===== src/rtl/fetch_pkg.sv =====
// Shared definitions for the instruction fetch front end: widths, reset
// address, FSM state encoding and the prefetch queue entry layout.
package fetch_pkg;

  localparam int ADDR_W  = 16;
  localparam int INSTR_W = 16;
  localparam int DEPTH   = 2;
  localparam logic [ADDR_W-1:0] RESET_PC = 16'd10;

  // Fetch FSM states; the encoding is visible on the debug state output.
  typedef enum logic [1:0] {
    IDLE    = 2'd0,
    FETCH   = 2'd1,
    FULL    = 2'd2,
    DISCARD = 2'd3
  } fetch_state_e;

  // One prefetch queue entry: the instruction and the address it came from.
  typedef struct packed {
    logic [ADDR_W-1:0]  pc;
    logic [INSTR_W-1:0] instr;
  } fetch_entry_t;

endpackage


===== src/rtl/fetch_queue.sv =====
// DEPTH-entry prefetch FIFO. Push and pop may happen together; flush empties
// it in one cycle. The head output reads as zero whenever the queue is empty.
module fetch_queue #(
  parameter int WIDTH = 32,
  parameter int DEPTH = 2
) (
  input  logic                         clk,
  input  logic                         rst_n,
  input  logic                         flush,
  input  logic                         push,
  input  logic [WIDTH-1:0]             push_data,
  input  logic                         pop,
  output logic [$clog2(DEPTH+1)-1:0]   count,
  output logic                         head_valid,
  output logic [WIDTH-1:0]             head
);

  localparam int PTR_W = (DEPTH > 1) ? $clog2(DEPTH) : 1;
  localparam int CNT_W = $clog2(DEPTH+1);

  logic [WIDTH-1:0] mem [DEPTH];
  logic [PTR_W-1:0] rd_ptr;
  logic [PTR_W-1:0] wr_ptr;
  logic [CNT_W-1:0] cnt;
  logic             do_push;
  logic             do_pop;

  function automatic logic [PTR_W-1:0] ptr_inc(input logic [PTR_W-1:0] p);
    return (p == PTR_W'(DEPTH-1)) ? '0 : p + PTR_W'(1);
  endfunction

  // Qualify requests so the FIFO can never over- or underflow on its own.
  always_comb begin
    do_pop  = pop && (cnt != '0);
    do_push = push && ((cnt != CNT_W'(DEPTH)) || do_pop);
  end

  // Pointer and occupancy update; reset and flush both empty the queue.
  always_ff @(posedge clk) begin
    if (!rst_n || flush) begin
      rd_ptr <= '0;
      wr_ptr <= '0;
      cnt    <= '0;
    end else begin
      if (do_push) wr_ptr <= ptr_inc(wr_ptr);
      if (do_pop)  rd_ptr <= ptr_inc(rd_ptr);
      cnt <= cnt + CNT_W'(do_push) - CNT_W'(do_pop);
    end
  end

  // Storage array; contents are don't-care until written.
  always_ff @(posedge clk) begin
    if (rst_n && !flush && do_push) mem[wr_ptr] <= push_data;
  end

  // Head presentation, forced to zero while empty.
  always_comb begin
    count      = cnt;
    head_valid = (cnt != '0);
    head       = head_valid ? mem[rd_ptr] : '0;
  end

endmodule


===== src/rtl/fetch_unit.sv =====
// Instruction fetch front end: owns the fetch PC, issues one request at a time
// to instruction memory, buffers returned words in a small prefetch queue and
// handles branch/jump redirects by flushing and restarting fetch.
//
// Handshakes: imem_req/imem_addr are held constant until imem_ack (a request
// is never withdrawn; ack may arrive in the request's first cycle). On the
// consumer side an instruction transfers on a cycle with instr_valid &&
// instr_ready. redirect is a one-cycle strobe that overrides push and pop.
module fetch_unit #(
  parameter int                ADDR_W   = fetch_pkg::ADDR_W,
  parameter int                INSTR_W  = fetch_pkg::INSTR_W,
  parameter logic [ADDR_W-1:0] RESET_PC = fetch_pkg::RESET_PC,
  parameter int                DEPTH    = fetch_pkg::DEPTH
) (
  input  logic                         Clock,
  input  logic                         Reset_n,
  output logic                         imem_req,
  output logic [ADDR_W-1:0]            imem_addr,
  input  logic                         imem_ack,
  input  logic [INSTR_W-1:0]           imem_rdata,
  output logic                         instr_valid,
  output logic [INSTR_W-1:0]           instr,
  output logic [ADDR_W-1:0]            instr_pc,
  input  logic                         instr_ready,
  input  logic                         redirect,
  input  logic [ADDR_W-1:0]            redirect_pc,
  output logic [1:0]                   dbg_state,
  output logic [$clog2(DEPTH+1)-1:0]   dbg_count
);

  import fetch_pkg::*;

  localparam int CNT_W   = $clog2(DEPTH+1);
  localparam int ENTRY_W = ADDR_W + INSTR_W;

  fetch_state_e       state;
  fetch_state_e       state_n;
  logic [ADDR_W-1:0]  fetch_pc;
  logic [ADDR_W-1:0]  fetch_pc_n;
  logic [ADDR_W-1:0]  discard_addr;
  logic [ADDR_W-1:0]  discard_addr_n;

  logic               q_push;
  logic               q_pop;
  logic               q_flush;
  logic [CNT_W-1:0]   q_count;
  logic               q_valid;
  logic [ENTRY_W-1:0] q_head;

  fetch_queue #(
    .WIDTH (ENTRY_W),
    .DEPTH (DEPTH)
  ) u_queue (
    .clk        (Clock),
    .rst_n      (Reset_n),
    .flush      (q_flush),
    .push       (q_push),
    .push_data  ({fetch_pc, imem_rdata}),
    .pop        (q_pop),
    .count      (q_count),
    .head_valid (q_valid),
    .head       (q_head)
  );

  // State, fetch PC and the address of a request whose data will be dropped.
  always_ff @(posedge Clock) begin
    if (!Reset_n) begin
      state        <= IDLE;
      fetch_pc     <= RESET_PC;
      discard_addr <= RESET_PC;
    end else begin
      state        <= state_n;
      fetch_pc     <= fetch_pc_n;
      discard_addr <= discard_addr_n;
    end
  end

  // Next-state, PC update and queue control; redirect wins over everything.
  always_comb begin
    state_n        = state;
    fetch_pc_n     = fetch_pc;
    discard_addr_n = discard_addr;
    q_push         = 1'b0;
    q_pop          = 1'b0;
    q_flush        = 1'b0;

    if (redirect) begin
      q_flush    = 1'b1;
      fetch_pc_n = {redirect_pc[ADDR_W-1:1], 1'b0};
      unique case (state)
        FETCH: begin
          // Unacked request must still complete at its old address.
          if (!imem_ack) begin
            state_n        = DISCARD;
            discard_addr_n = fetch_pc;
          end
        end
        DISCARD: state_n = DISCARD;
        default: state_n = FETCH;
      endcase
    end else begin
      q_pop = q_valid && instr_ready;
      unique case (state)
        IDLE: state_n = FETCH;
        FETCH: begin
          if (imem_ack) begin
            q_push     = 1'b1;
            fetch_pc_n = fetch_pc + ADDR_W'(2);
            if ((q_count + CNT_W'(1) - CNT_W'(q_pop)) == CNT_W'(DEPTH))
              state_n = FULL;
          end
        end
        FULL: begin
          if ((q_count - CNT_W'(q_pop)) < CNT_W'(DEPTH))
            state_n = FETCH;
        end
        DISCARD: begin
          if (imem_ack) state_n = FETCH;
        end
        default: state_n = IDLE;
      endcase
    end
  end

  // Outputs depend on registered state only, never on imem_ack.
  always_comb begin
    imem_req    = (state == FETCH) || (state == DISCARD);
    imem_addr   = (state == DISCARD) ? discard_addr : fetch_pc;
    instr_valid = q_valid;
    instr_pc    = q_head[ENTRY_W-1:INSTR_W];
    instr       = q_head[INSTR_W-1:0];
    dbg_state   = state;
    dbg_count   = q_count;
  end

endmodule


===== config.mk =====
export PLATFORM = sky130hd
export DESIGN_NAME = fetch_unit
export DESIGN_NICKNAME = d
export VERILOG_FILES = /design/src/rtl/fetch_pkg.sv /design/src/rtl/fetch_queue.sv /design/src/rtl/fetch_unit.sv
export SDC_FILE = /design/constraint.sdc
export NUM_CORES = 1
export LEC_CHECK = 0
export ABC_AREA = 1
export CAP_MARGIN = 20
export CORE_ASPECT_RATIO = 1.4
export CORE_UTILIZATION = 40
export DETAILED_ROUTE_END_ITERATION = 16
export DONT_BUFFER_PORTS = 1
export GPL_TIMING_DRIVEN = 0
export HOLD_SLACK_MARGIN = 0.12
export SLEW_MARGIN = 20
export SYNTH_ARGS = -nofsm -noshare
export SYNTH_HDL_FRONTEND = slang
export SYNTH_SLANG_ARGS = --single-unit

===== constraint.sdc =====
create_clock -name Clock -period 3.8 [get_ports Clock]
set_input_delay 0.76 -clock Clock [delete_from_list [all_inputs] [get_ports Clock]]
set_output_delay 0.76 -clock Clock [all_outputs]
set_load 0.02 [all_outputs]

==> results.toml, run 1 <==
[critical_path]
startpoint_type = "flop"
rr_worst_depth = 8
criticalPathCategory = "flop to output port"
worst_r2r_endpoint = "u_queue.mem[0][30]"
cp.arrival_ps = 1940
cpPeakStageDelay_ps = 660
cp_top_family = "flip-flops"
reg2reg_slack_ps = 1460
cp.required_ps = 3040
timing.rr.start = "dbg_state[0]"
cp_slowest_cell = "dfxtp_1"
end_kind = "output port"
path_cells = "nand2_2 > inv_2 > clkbuf_1 > o21ai_0"
critical_path_buf_inv_count = 2
crit_fanout = 10

[placement]
gp_congestion = 0.877
dpl.hpwl_mm = 7.29
portBuffers = 0
post-place-ws_ps = 1410

[timing]
maxSlewViolCount = 0
tightest_slew_ps = 743
slew_headroom_pct = 49.9
layout_min_cycle_time_ps = 2700
setup_slack_ps = 1100
setup_violations = 0
min_period_over_period_pct = 71.1
setup_tns_ps = 0
hold_violations = 0
max_freq_ghz = 0.370
fin_skew_ps = 6.31
rsz0062_at_grt = "no"

[floorplanning]
core_area_mm2 = 0.0108
start_util_pct = 41.0
pin_count = 91
die_w_um = 91.0
die_y_um = 127
die_area_mm2 = 0.0115
num_rows = 45

[detailed_routing]
first_pass_iters = 4
wl_per_cell_um = 15.2
dr.first_iter.drc_count = 103
ant_nets = 0
routed_wl_mm = 9.82
drc = 0
vias_per_cell = 4.99
vias = 3220

[synth]
synth_cell_types = 30
synth-seq-area-share_pct = 58.7
ys_seq_elements = 99
yosysWarnings = 0
syn_inst = 486
netlist_area_mm2 = 0.00443
syn-mean-instance-area_um2 = 9.12

[global_routing]
gr-usage-all-layers_pct = 17.9
grt-ovfl-total = 0
grt_max_degree = 32
grt_pass1_wl_mm = 15.8
antenna_found_initial = 0
grt_pass1_vias = 3104

[finish]
diodes = 0
fillers = 1058
final-seq-area_mm2 = 0.00260
drive_gt1_share_pct = 9.13
syn_to_final_growth_pct = 11.5
layout_common_cells = "nand2_1 (138), edfxtp_1 (62), a21oi_1 (61), o21ai_0 (43), inv_1 (39)"
nets = 540
multi_input_area_mm2 = 0.00155
layout_commonest_cell = "nand2_1"

[power]
p_per_area_mw_per_mm2 = 460
p_leak_nw = 1.87
peakVddDrop_v = 0.000217

[cts]
hold_buffers = 0
clk_pin_slew_ps = 70
post-cts-setup-buffers = 0
ctsResizeCount = 0
cts_root_buf = "clkbuf_16"
cts_buffers = 9
clock_sinks = 99
cts_tree = "yes"
h-tree-depth = 3
cts_buffer_depth = 2
clkLatencyLatePin_ps = 340

[worst_hold_path]
hold_start = "u_queue.wr_ptr"
min_path_cells = 2
min-delay-path-class = "flop to flop"
holdPathEnd = "u_queue.wr_ptr"

[outcome]
status = "completed"

[run]
maxCapViolations = 0
synthesized netlist by cell type:
cell type	number	area share, %
a21oi_1	61	6.9
a21oi_2	1	0.20
a31oi_1	1	0.14
buf_2	3	0.34
buf_4	3	0.51
buf_6	3	0.76
clkbuf_1	14	1.2
conb_1	1	0.085
dfxtp_1	37	17
edfxtp_1	62	42
ha_1	4	1.1
inv_1	40	3.4
inv_2	4	0.34
nand2_1	138	12
nand2_2	4	0.56
nand2_4	2	0.51
nand3_1	14	1.6
nand3_2	2	0.45
nand4_1	6	0.85
nor2_1	27	2.3
nor2_4	3	0.76
nor2_8	1	0.45
nor3_4	1	0.37
o211ai_1	3	0.51
o21ai_0	43	4.9
o21ai_2	1	0.20
o21bai_1	1	0.17
or2_2	1	0.14
xnor2_1	2	0.40
xor2_1	3	0.59
area by class of cell:
class / count / share of cell area, %
flip-flops and latches: 99 / 52.7
multi-input cells: 321 / 31.4
clock buffers: 10 / 4.63
well taps: 141 / 3.57
inverters: 44 / 3.34
plain buffers: 23 / 2.51
clock inverters: 6 / 1.29
repair buffers: 1 / 0.557
kinds of logic after synthesis:
group / Yosys count / synth area share, %
simple gates: 199 / 19.6
compound gates: 111 / 13.0
flops: 99 / 58.7
buf+inv: 67 / 6.52
xor+xnor: 5 / 0.988
fa+ha+maj: 4 / 1.13
other cells: 1 / 0.0846
worst reg2reg max path: cells and delay by family, from the launching register on:
kind | cells | cell delay, ps
DFF | 1 | 610
buffers and inverters | 3 | 710
and+or+nand+nor | 5 | 660
state kept, by name (all words and copies together), names as in the netlist, named ones only:
| name | flops |
|---|---|
| discard_addr | 15 |
| u_queue.wr_ptr | 1 |
| dbg_state | 2 |
| u_queue.rd_ptr | 1 |
| u_queue.count | 2 |
| fetch_pc | 15 |
| u_queue.mem | 62 |
per-layer routing:
layer	up-vias	GRT usage, %	share of wire, %
met5	-	0	0
met4	0	8.40	1.8
met3	11	4.74	5.3
li1	1643	-	-
met2	87	30.7	51
met1	1479	20.7	42
report_power, final:
group	leakage [nW]	switching (mW)	internal, mW
Sequential	0.866	0.0330	1.17
Combinational	0.868	0.127	0.0485
Clock	0.140	0.382	0.510
worst max path at each step:
stage | start | to | slack, ps | cells after the start
floorplan | redirect | u_queue.mem[1][0] | 790 | 8
global placement | dbg_state[0] | u_queue.mem[1][30] | 60 | 8
detailed placement | dbg_state[1] | imem_addr[13] | 1410 | 4
CTS | dbg_state[1] | imem_addr[13] | 1040 | 4
global route | dbg_state[1] | imem_addr[13] | 950 | 4
finish | dbg_state[1] | imem_addr[13] | 1100 | 4
per-stage QoR:
stage	utilization (%)	hold WS, ps	power [mW]	cell area (um^2)	std cells
global placement	42.7	442	1.40	4610	628
finish	45.7	475	2.27	4940	645
floorplan	-	429	1.36	4440	487
global route	45.7	491	2.36	4940	645
CTS	45.7	475	2.29	4940	645
detailed placement	43.0	462	1.41	4650	629
(Power assumes the default switching activity.)
==> inputs of run 2 (changes only) <==
==> constraint.sdc (replaced) <==
create_clock -name Clock -period 2.8 [get_ports Clock]
set_input_delay 0.56 -clock Clock [delete_from_list [all_inputs] [get_ports Clock]]
set_output_delay 0.56 -clock Clock [all_outputs]
set_load 0.02 [all_outputs]
==> run 2 against run 1 <==
Net effect:
- final cell count unchanged
- non-clock buffer count unchanged
- global-route usage decreased by 0.083 points
- final area increased by 0.18%
- critical path depth unchanged
- highest routed layer unchanged
==> results.toml, run 2 (synthesis results as in run 1) <==
[placement]
placed_cell_area_mm2 = 0.00465
portBuffers = 0
gp_congestion = 0.879
post-place-ws_ps = 420
dp_cells = 629
dpl.hpwl_mm = 7.34

[finish]
top_regs = "u_queue.mem: 62 flops, discard_addr: 15 flops, fetch_pc: 15 flops"
layout_commonest_cell = "nand2_1"
drive_gt1_share_pct = 9.52
nets = 540
final_cell_area_mm2 = 0.00495
layout_common_cells = "nand2_1 (138), edfxtp_1 (62), a21oi_1 (61), o21ai_0 (43), inv_1 (39)"
fin_cells = 645
largest_reg_flops = 62
finish.utilization_pct = 45.8
diodes = 0
top_register = "u_queue.mem"
syn_to_final_growth_pct = 11.7
fillers = 1033

[power]
p_per_area_mw_per_mm2 = 626
peakVddDrop_v = 0.000456
p_leak_nw = 1.88

[global_routing]
gr-usage-all-layers_pct = 17.8
grt_pass1_wl_mm = 15.7
antenna_found_initial = 0
grt-ovfl-total = 0
grt_max_degree = 32
grt_pass1_vias = 3019

[timing]
tightest_slew_ps = 717
fin_skew_ps = 12.6
maxSlewViolCount = 0
layout_min_cycle_time_ps = 2530
rsz0062_at_grt = "no"
min_period_over_period_pct = 90.5
hold_slack_ps = 300
hold_violations = 0
max_freq_ghz = 0.395
setup_slack_ps = 267
setup_violations = 0
slew_headroom_pct = 51.7

[floorplanning]
start_util_pct = 41.0
num_rows = 45
die_y_um = 127
die_area_mm2 = 0.0115
die_w_um = 91.0
pin_count = 91
core_area_mm2 = 0.0108

[outcome]
status = "completed"

[worst_hold_path]
holdPathEnd = "u_queue.mem[0][8]"
hold_start = "imem_rdata[8]"
min_path_cells = 0
min-delay-path-class = "input pin to flop"

[detailed_routing]
drc = 0
first_pass_iters = 5
dr.first_iter.drc_count = 183
wl_per_cell_um = 15.5
vias = 3286
ant_nets = 0
vias_per_cell = 5.09
routed_wl_mm = 10.0

[critical_path]
cpPeakStageDelay_ps = 670
criticalPathCategory = "flop to output port"
path_cells = "nand2_2 > inv_2 > clkbuf_1 > o21ai_0"
end_kind = "output port"
timing.rr.start = "dbg_state[0]"
startpoint_type = "flop"
worst_r2r_endpoint = "u_queue.mem[0][27]"
crit_fanout = 10
rr_worst_depth = 8
reg2reg_slack_ps = 440
cp.required_ps = 2240
cp_slowest_cell = "dfxtp_1"
cp.arrival_ps = 1970

[cts]
clkLatencyLatePin_ps = 350
h-tree-depth = 3
cts_root_buf = "clkbuf_16"
clock_sinks = 99
cts_buffers = 9
post-cts-setup-buffers = 0
ctsResizeCount = 0
cts_tree = "yes"
cts_buffer_depth = 2
hold_buffers = 0
clk_pin_slew_ps = 80

[run]
maxCapViolations = 0
[run 2: cell count changes in the layout (fill, tap and decap cells not counted), sizes merged]
cell      delta
clkinvlp     -1
clkbuf       -1
inv          +3
bufinv       -1
[run 2: power breakdown]
group	total, mW	internal (mW)	switching [mW]
registers	1.64	1.59	0.0457
clock network	1.22	0.635	0.588
logic	0.239	0.0657	0.173
[run 2: area by class of cell]
cell class | instances | area, um^2 | area share [%]
buffer | 23 | 124 | 2.50
timing repair buffer | 1 | 27.5 | 0.556
inverter | 44 | 165 | 3.34
clock inverter | 7 | 76.3 | 1.54
tap | 141 | 176 | 3.56
multi-input combinational | 321 | 1550 | 31.4
clock buffer | 9 | 225 | 4.55
sequential | 99 | 2600 | 52.6
[run 2: worst max path at each step]
stage                       from            endpoint  cells past startpoint
floorplan           dbg_state[0]   u_queue.mem[1][0]                      8
global placement    dbg_state[0]  u_queue.mem[1][24]                      8
detailed placement  dbg_state[0]  u_queue.mem[0][24]                      8
CTS                 dbg_state[1]       imem_addr[12]                      4
global route        dbg_state[1]       imem_addr[12]                      4
finish              dbg_state[1]       imem_addr[12]                      4
[run 2: routing by layer]
metal | global-route usage (%) | vias up | part of all wire (%)
li1 | - | 1642 | -
met1 | 19.9 | 1529 | 40
met2 | 31.4 | 97 | 51
met3 | 5.70 | 18 | 6.4
met4 | 6.82 | 0 | 2.1
met5 | 0 | - | 0
[run 2: stage by stage]
stage	total power, mW	TNS [ps]
after detailed placement	1.91	0
after floorplan	1.85	0
after global placement	1.90	-6540
after CTS	3.12	0
after global routing	3.21	0
final	3.10	0
[run 2: critical path, delay by kind of cell (launching register included)]
kind / cells / cell delay, ps
compound gates: 1 / 360
buf+inv: 2 / 440
simple gates: 1 / 150
flops: 1 / 670
